### src/rtl/vpu_pkg.sv
// Shared definitions for the multi-channel video DMA: register offsets,
// CTRL bit positions and the transfer FSM encoding.
package vpu_pkg;

  localparam logic [2:0] REG_SRC_H  = 3'd0;
  localparam logic [2:0] REG_SRC_L  = 3'd1;
  localparam logic [2:0] REG_STEP   = 3'd2;
  localparam logic [2:0] REG_LEN    = 3'd3;
  localparam logic [2:0] REG_DST    = 3'd4;
  localparam logic [2:0] REG_CTRL   = 3'd5;
  localparam logic [2:0] REG_REMAIN = 3'd6;

  localparam int CTRL_DONE  = 7;
  localparam int CTRL_IEN   = 6;
  localparam int CTRL_BUSY  = 1;
  localparam int CTRL_START = 0;

  typedef enum logic [1:0] {
    ST_IDLE,
    ST_REQ,
    ST_WAIT,
    ST_CAP
  } dma_state_t;

endpackage

### src/rtl/vpu_dma_rr_arb.sv
// Combinational round-robin arbiter: grants the first requesting channel
// strictly after the last served one, the last served one itself ranking lowest.
module vpu_dma_rr_arb #(
  parameter int CHANNELS = 2,
  parameter int IDX_W    = 1
) (
  input  logic [CHANNELS-1:0] req,
  input  logic [IDX_W-1:0]    last,
  output logic [IDX_W-1:0]    grant,
  output logic                valid
);

  // Scan from the farthest candidate to the nearest so the nearest hit wins.
  always_comb begin
    grant = '0;
    valid = 1'b0;
    for (int off = CHANNELS; off >= 1; off--) begin
      if (req[(int'(last) + off) % CHANNELS]) begin
        grant = IDX_W'((int'(last) + off) % CHANNELS);
        valid = 1'b1;
      end
    end
  end

endmodule

### src/rtl/vpu_dma_mc.sv
// Multi-channel DMA: copies bytes from external memory into a cache write
// port, channels served round-robin at burst boundaries over hold/hlda.
module vpu_dma_mc
  import vpu_pkg::*;
#(
  parameter int CHANNELS    = 2,
  parameter int ADDR_W      = 16,
  parameter int LEN_W       = 8,
  parameter int CACHE_AW    = 6,
  parameter int WAIT_CYCLES = 2
) (
  input  logic                        clk,
  input  logic                        rst,
  input  logic [$clog2(CHANNELS)+2:0] AD,
  input  logic [7:0]                  DI,
  output logic [7:0]                  DO,
  input  logic                        rw,
  input  logic                        cs,
  output logic                        irq,
  output logic                        hold,
  input  logic                        hlda,
  output logic [ADDR_W-1:0]           VADDR,
  input  logic [7:0]                  VDATA,
  output logic                        cache_we,
  output logic [CACHE_AW-1:0]         cache_addr,
  output logic [7:0]                  cache_wdata
);

  localparam int         IDX_W    = (CHANNELS > 1) ? $clog2(CHANNELS) : 1;
  localparam logic [7:0] DST_MASK = 8'((1 << CACHE_AW) - 1);

  logic [ADDR_W-1:0] src_reg    [CHANNELS];
  logic [7:0]        step_reg   [CHANNELS];
  logic [LEN_W-1:0]  len_reg    [CHANNELS];
  logic [7:0]        dst_reg    [CHANNELS];
  logic [LEN_W-1:0]  remain_reg [CHANNELS];
  logic              done_reg   [CHANNELS];
  logic              ien_reg    [CHANNELS];
  logic              busy_reg   [CHANNELS];
  logic [CHANNELS-1:0] busy_vec, irq_vec;

  dma_state_t        state_reg, state_next;
  logic [IDX_W-1:0]  cur_reg, cur_next, last_reg, last_next, grant;
  logic [2:0]        wait_reg, wait_next;
  logic              grant_valid, cap_last;
  logic [IDX_W-1:0]  reg_ch;
  logic              ch_ok, reg_wr;
  logic [7:0]        rd_data;
  logic [15:0]       src16;

  generate
    if (CHANNELS > 1) begin : g_sel
      assign reg_ch = AD[IDX_W+2:3];
    end else begin : g_nosel
      assign reg_ch = '0;
    end
  endgenerate

  assign ch_ok    = (32'(reg_ch) < CHANNELS);
  assign reg_wr   = cs & ~rw;
  assign cap_last = (state_reg == ST_CAP) && (remain_reg[cur_reg] == LEN_W'(1));

  genvar gi;
  generate
    for (gi = 0; gi < CHANNELS; gi++) begin : g_ch
      wire wr_hit  = reg_wr && ch_ok && (reg_ch == IDX_W'(gi));
      wire cap_hit = (state_reg == ST_CAP) && (cur_reg == IDX_W'(gi));
      wire [ADDR_W-1:0] step_ext = {{(ADDR_W-8){step_reg[gi][7]}}, step_reg[gi]};

      always_ff @(posedge clk or negedge rst) begin
        if (!rst) begin
          src_reg[gi]    <= '0;
          step_reg[gi]   <= 8'd1;
          len_reg[gi]    <= '0;
          dst_reg[gi]    <= '0;
          remain_reg[gi] <= '0;
          done_reg[gi]   <= 1'b0;
          ien_reg[gi]    <= 1'b0;
          busy_reg[gi]   <= 1'b0;
        end else begin
          // Transfer parameters are frozen while the channel is armed.
          if (wr_hit && !busy_reg[gi]) begin
            case (AD[2:0])
              REG_SRC_H: src_reg[gi]  <= ADDR_W'({DI, src_reg[gi][7:0]});
              REG_SRC_L: src_reg[gi]  <= {src_reg[gi][ADDR_W-1:8], DI};
              REG_STEP:  step_reg[gi] <= DI;
              REG_LEN:   len_reg[gi]  <= LEN_W'(DI);
              REG_DST:   dst_reg[gi]  <= DI;
              default: ;
            endcase
          end
          if (wr_hit && AD[2:0] == REG_CTRL) begin
            ien_reg[gi] <= DI[CTRL_IEN];
            if (DI[CTRL_DONE]) done_reg[gi] <= 1'b0;
            if (DI[CTRL_START] && !busy_reg[gi]) begin
              if (len_reg[gi] == '0) begin
                done_reg[gi] <= 1'b1;
              end else begin
                busy_reg[gi]   <= 1'b1;
                remain_reg[gi] <= len_reg[gi];
              end
            end
          end
          // Placed last so a completing transfer beats a same-cycle DONE clear.
          if (cap_hit) begin
            src_reg[gi]    <= src_reg[gi] + step_ext;
            dst_reg[gi]    <= (dst_reg[gi] & ~DST_MASK) | ((dst_reg[gi] + 8'd1) & DST_MASK);
            remain_reg[gi] <= remain_reg[gi] - LEN_W'(1);
            if (remain_reg[gi] == LEN_W'(1)) begin
              busy_reg[gi] <= 1'b0;
              done_reg[gi] <= 1'b1;
            end
          end
        end
      end

      assign busy_vec[gi] = busy_reg[gi];
      assign irq_vec[gi]  = done_reg[gi] & ien_reg[gi];
    end
  endgenerate

  vpu_dma_rr_arb #(
    .CHANNELS(CHANNELS),
    .IDX_W   (IDX_W)
  ) u_arb (
    .req  (busy_vec),
    .last (last_reg),
    .grant(grant),
    .valid(grant_valid)
  );

  always_ff @(posedge clk or negedge rst) begin
    if (!rst) begin
      state_reg <= ST_IDLE;
      cur_reg   <= '0;
      last_reg  <= IDX_W'(CHANNELS - 1);
      wait_reg  <= '0;
    end else begin
      state_reg <= state_next;
      cur_reg   <= cur_next;
      last_reg  <= last_next;
      wait_reg  <= wait_next;
    end
  end

  always_comb begin
    state_next = state_reg;
    cur_next   = cur_reg;
    last_next  = last_reg;
    wait_next  = wait_reg;
    case (state_reg)
      ST_IDLE: begin
        if (grant_valid) begin
          cur_next   = grant;
          state_next = ST_REQ;
        end
      end
      ST_REQ: begin
        if (hlda) begin
          state_next = ST_WAIT;
          wait_next  = 3'(WAIT_CYCLES);
        end
      end
      ST_WAIT: begin
        if (!hlda) begin
          state_next = ST_REQ;
        end else if (wait_reg <= 3'd1) begin
          state_next = ST_CAP;
          wait_next  = 3'd0;
        end else begin
          wait_next = wait_reg - 3'd1;
        end
      end
      ST_CAP: begin
        if (cap_last) begin
          last_next  = cur_reg;
          state_next = ST_IDLE;
        end else begin
          state_next = ST_WAIT;
          wait_next  = 3'(WAIT_CYCLES);
        end
      end
      default: state_next = ST_IDLE;
    endcase
  end

  assign hold        = (state_reg != ST_IDLE);
  assign VADDR       = (state_reg == ST_WAIT || state_reg == ST_CAP) ? src_reg[cur_reg] : '0;
  assign cache_we    = (state_reg == ST_CAP);
  assign cache_addr  = cache_we ? dst_reg[cur_reg][CACHE_AW-1:0] : '0;
  assign cache_wdata = cache_we ? VDATA : 8'd0;
  assign irq         = |irq_vec;

  always_comb begin
    rd_data = 8'd0;
    src16   = 16'd0;
    if (ch_ok) begin
      src16 = 16'(src_reg[reg_ch]);
      case (AD[2:0])
        REG_SRC_H:  rd_data = src16[15:8];
        REG_SRC_L:  rd_data = src16[7:0];
        REG_STEP:   rd_data = step_reg[reg_ch];
        REG_LEN:    rd_data = 8'(len_reg[reg_ch]);
        REG_DST:    rd_data = dst_reg[reg_ch];
        REG_CTRL: begin
          rd_data[CTRL_DONE] = done_reg[reg_ch];
          rd_data[CTRL_IEN]  = ien_reg[reg_ch];
          rd_data[CTRL_BUSY] = busy_reg[reg_ch];
        end
        REG_REMAIN: rd_data = 8'(remain_reg[reg_ch]);
        default:    rd_data = 8'd0;
      endcase
    end
  end

  always_ff @(posedge clk or negedge rst) begin
    if (!rst) DO <= 8'd0;
    else if (cs && rw) DO <= rd_data;
  end

endmodule
### config.mk
export PLATFORM = sky130hd
export DESIGN_NAME = vpu_dma_mc
export DESIGN_NICKNAME = d
export VERILOG_FILES = /design/src/rtl/vpu_pkg.sv /design/src/rtl/vpu_dma_rr_arb.sv /design/src/rtl/vpu_dma_mc.sv
export SDC_FILE = /design/constraint.sdc
export NUM_CORES = 1
export LEC_CHECK = 0
export BUFFER_PORTS_ARGS = -buffer_cell sky130_fd_sc_hd__buf_2
export CORE_MARGIN = 4
export CORE_UTILIZATION = 55
export CTS_CLUSTER_DIAMETER = 60
export DETAILED_ROUTE_END_ITERATION = 10
export PLACE_DENSITY = 0.77
export SLEW_MARGIN = 15
export SYNTH_ARGS = -nofsm -noshare
export SYNTH_HDL_FRONTEND = slang
export SYNTH_SLANG_ARGS = --single-unit
### constraint.sdc
create_clock -name clk -period 2.5 [get_ports clk]
set_clock_uncertainty 0.2 [all_clocks]
set_input_delay 0.5 -clock clk [delete_from_list [all_inputs] [get_ports clk]]
set_output_delay 0.5 -clock clk [all_outputs]
set_load 0.02 [all_outputs]
==> impl_metrics.env <==
export IMPL_antenna_found_initial=1
export IMPL_drt_iter0_markers=684
export IMPL_largest_register_ffs=32
export IMPL_start_kind="flop"
export IMPL_crit_path_end_kind="flop"
export IMPL_fin_area_um2=10000
export IMPL_placedInstanceArea_um2=9236
export IMPL_synth_async_reset_ratio_pct=100.0
export IMPL_grt_total_usage_pct=31.59
export IMPL_cp_max_fo=3
export IMPL_finish_utilization_pct=68.58
export IMPL_cpLargestDelayFamily="compound AO/OA/AOI/OAI gates"
export IMPL_comb_power_share_pct=50.4
export IMPL_grt_max_degree=46
export IMPL_n_antenna_cell=0
export IMPL_coreArea_um2=14590
export IMPL_p_sw_w=0.005033
export IMPL_worst_slack_ns=-0.05803
export IMPL_min_period_ns=2.558
export IMPL_hold_class="in -> reg"
export IMPL_multi_input_area_um2=5157
export IMPL_synth_seq_cells=117
export IMPL_cts_made_buffers=17
export IMPL_root_buffer="clkbuf_16"
export IMPL_nFillCells=1147
export IMPL_synth_area_um2=8212
export IMPL_place_congestion=1.001
export IMPL_rsz0062_at_grt="yes"
export IMPL_slowest_delay_ns=0.42
export IMPL_drt_drc_violations_left=0
export IMPL_netlist_instances=908
export IMPL_clockBufferDepth=2
export IMPL_peakVddDrop_mv=0.7905
export IMPL_fmax_ghz=0.3909
export IMPL_worst_pin_slew_ns=0.5613
export IMPL_antenna_left=0
export IMPL_rr_worst_depth=9
export IMPL_power_switching_share_pct=42.48
export IMPL_crit_buf_inv=0
export IMPL_power_density_nw_per_um2=1184
export IMPL_final_max_slew_viol_count=0
export IMPL_io_buffers=65
export IMPL_clk_latency_ns=0.43
export IMPL_synth_edff_count=0
export IMPL_hp_start="hlda"
export IMPL_yosysWarnings=0
export IMPL_relSlewSlack_pct=62.29
export IMPL_die_y_um=130.2
export IMPL_maxCapViolations=0
export IMPL_die_w_um=130.2
export IMPL_drt_wl_total_mm=26.15
export IMPL_whs_endpoint="state_reg[0]"
export IMPL_fin_nets=1093
export IMPL_routedWlPerCell_um=21.36
export IMPL_worstPathCellList="ha_2 > fa_2 > a211oi_4 > o21bai_2 > a2111oi_4 > o211ai_1 > a21oi_2 > xor2_1 > o21ai_1"
export IMPL_pin_count=66
export IMPL_dp_hpwl_mm=18.96
export IMPL_clock_sinks=117
export IMPL_hold_ws_ns=0.1972
export IMPL_start_util_pct=56.29
export IMPL_firstDrtPassIters=5
export IMPL_clock_power_share_pct=20.0
export IMPL_ys_flop_type="dfrtp_1"
export IMPL_fin_cells=1224
export IMPL_p_int_w=0.006814
export IMPL_period_share_pct=102.3
export IMPL_path_class="reg -> reg"
export IMPL_layout_commonest_cell="dfrtp_1"
export IMPL_dieArea_um2=16950
export IMPL_r2r_end="src_reg[28]"
export IMPL_r2r_start="src_reg[16]"
export IMPL_std_cell_rows=44
export IMPL_drive_gt1_share_pct=26.73
export IMPL_reg2reg_setup_slack_ns=-0.06
export IMPL_cpMaxStageDelayCell="a2111oi_4"
export IMPL_setup_viol=2
export IMPL_overflow=0
export IMPL_place_inst=1186
export IMPL_p_seq_share_pct=29.6
export IMPL_cts_tree="yes"
export IMPL_path_clk_slew_ns=0.06
export IMPL_layout_common_cells="dfrtp_1, nand2_1, buf_4"
export IMPL_whs_path_depth=3
export IMPL_cp_arrival_ns=2.66
export IMPL_yosys_cell_types_count=72
export IMPL_vias=7849
export IMPL_hold_viol=0
export IMPL_area_growth_pct=21.83
export IMPL_post_drt_via_cell_ratio=6.413
export IMPL_syn_avg_cell_area_um2=9.044
export IMPL_status="complete, but fails checks"
export IMPL_grt_pass1_wl_mm=40.68
export IMPL_synth_fp_nets=973
export IMPL_worstPathRequired_ns=2.61
export IMPL_first_global_vias=7551
export IMPL_regArea_um2=2937
export IMPL_failed_checks="setup timing"
export IMPL_htreeDepth=4
export IMPL_leakage_nw=4.826
export IMPL_yosysSeqAreaShare_pct=35.70
-- metal layers --
layer	up-vias	share of wire [%]	track usage, %
li1	3579	-	-
met2	391	47	50.91
met1	3781	39	40.22
met4	2	4.4	14.98
met5	-	0.069	0
met3	96	8.8	7.368
-- timing repair --
action	in CTS	in global routing
hold endpoints to repair	30	0
setup buffers	2	4
setup endpoints to repair	8	21
gates resized for setup	8	29
hold buffers	1	0
pin swaps	3	17
-- stage by stage --
stage | setup slack [ns] | TNS, ns | total power [W]
global placement | -0.07280 | -0.07280 | 0.008854
detailed placement | -0.09912 | -0.2946 | 0.009002
floorplan | 0.01560 | 0 | 0.006943
CTS | -0.04119 | -0.07762 | 0.01154
finish | -0.05803 | -0.06878 | 0.01185
global route | -0.2119 | -0.4780 | 0.01255
-- power groups by stage --
stage / clock network (W) / registers (W) / logic [W]
after floorplan: 0 / 0.00315 / 0.00379
after global placement: 0 / 0.00343 / 0.00542
after detailed placement: 0 / 0.00345 / 0.00555
after CTS: 0.00239 / 0.00344 / 0.00571
after global routing: 0.00248 / 0.00357 / 0.00650
final: 0.00237 / 0.00350 / 0.00597
-- final cells by class --
cell class	instances	share of cell area, %
clock buffers	28	5.265
inverters	18	0.6753
well taps	184	2.301
multi-input cells	722	51.55
clock inverters	3	0.4002
flip-flops and latches	117	29.35
repair buffers	152	10.46
-- worst register-to-register path: cells and delay by family, from the launching register on --
family / cells / cell delay, ns
AO/OA/AOI/OAI: 6 / 1.13
XOR/XNOR: 1 / 0.15
adder cells (fa/ha/maj): 2 / 0.57
flip-flops: 1 / 0.38
-- how the worst max path moves through the flow --
stage	cells past startpoint	slack, ns	end	from
after floorplan	8	0.02	src_reg[15]	g_ch[1].step_ext[7]
after global placement	9	-0.07	src_reg[28]	src_reg[16]
after detailed placement	9	-0.1	src_reg[28]	src_reg[16]
after CTS	7	-0.04	src_reg[15]	src_reg[1]
after global routing	9	-0.21	src_reg[28]	src_reg[16]
final	9	-0.06	src_reg[28]	src_reg[16]
-- cell usage after synthesis (15+ instances only) --
master	number	share of area, %
dfrtp_1	114	35
nand2_1	102	4.7
o21ai_0	68	4.1
mux2i_1	66	8.0
nor2_1	61	2.8
a21oi_1	57	3.5
mux2_2	45	6.2
ha_1	38	5.8
clkbuf_1	33	1.5
nor2b_1	25	1.9
nor3_1	18	1.1
a221oi_1	17	1.8
inv_1	17	0.78
nand3_1	15	0.91
-- logic make-up after synthesis --
family                   count (synthesis)  synth area share, %
AO/OA/AOI/OAI                          256                20.30
adder cells (fa/ha/maj)                 40                6.278
buffers and inverters                   69                3.306
XOR/XNOR                                27                3.047
multiplexers                           111                14.22
AND/OR/NAND/NOR                        288                17.16
flip-flops                             117                35.70
Power figures use the tool's default switching activity.
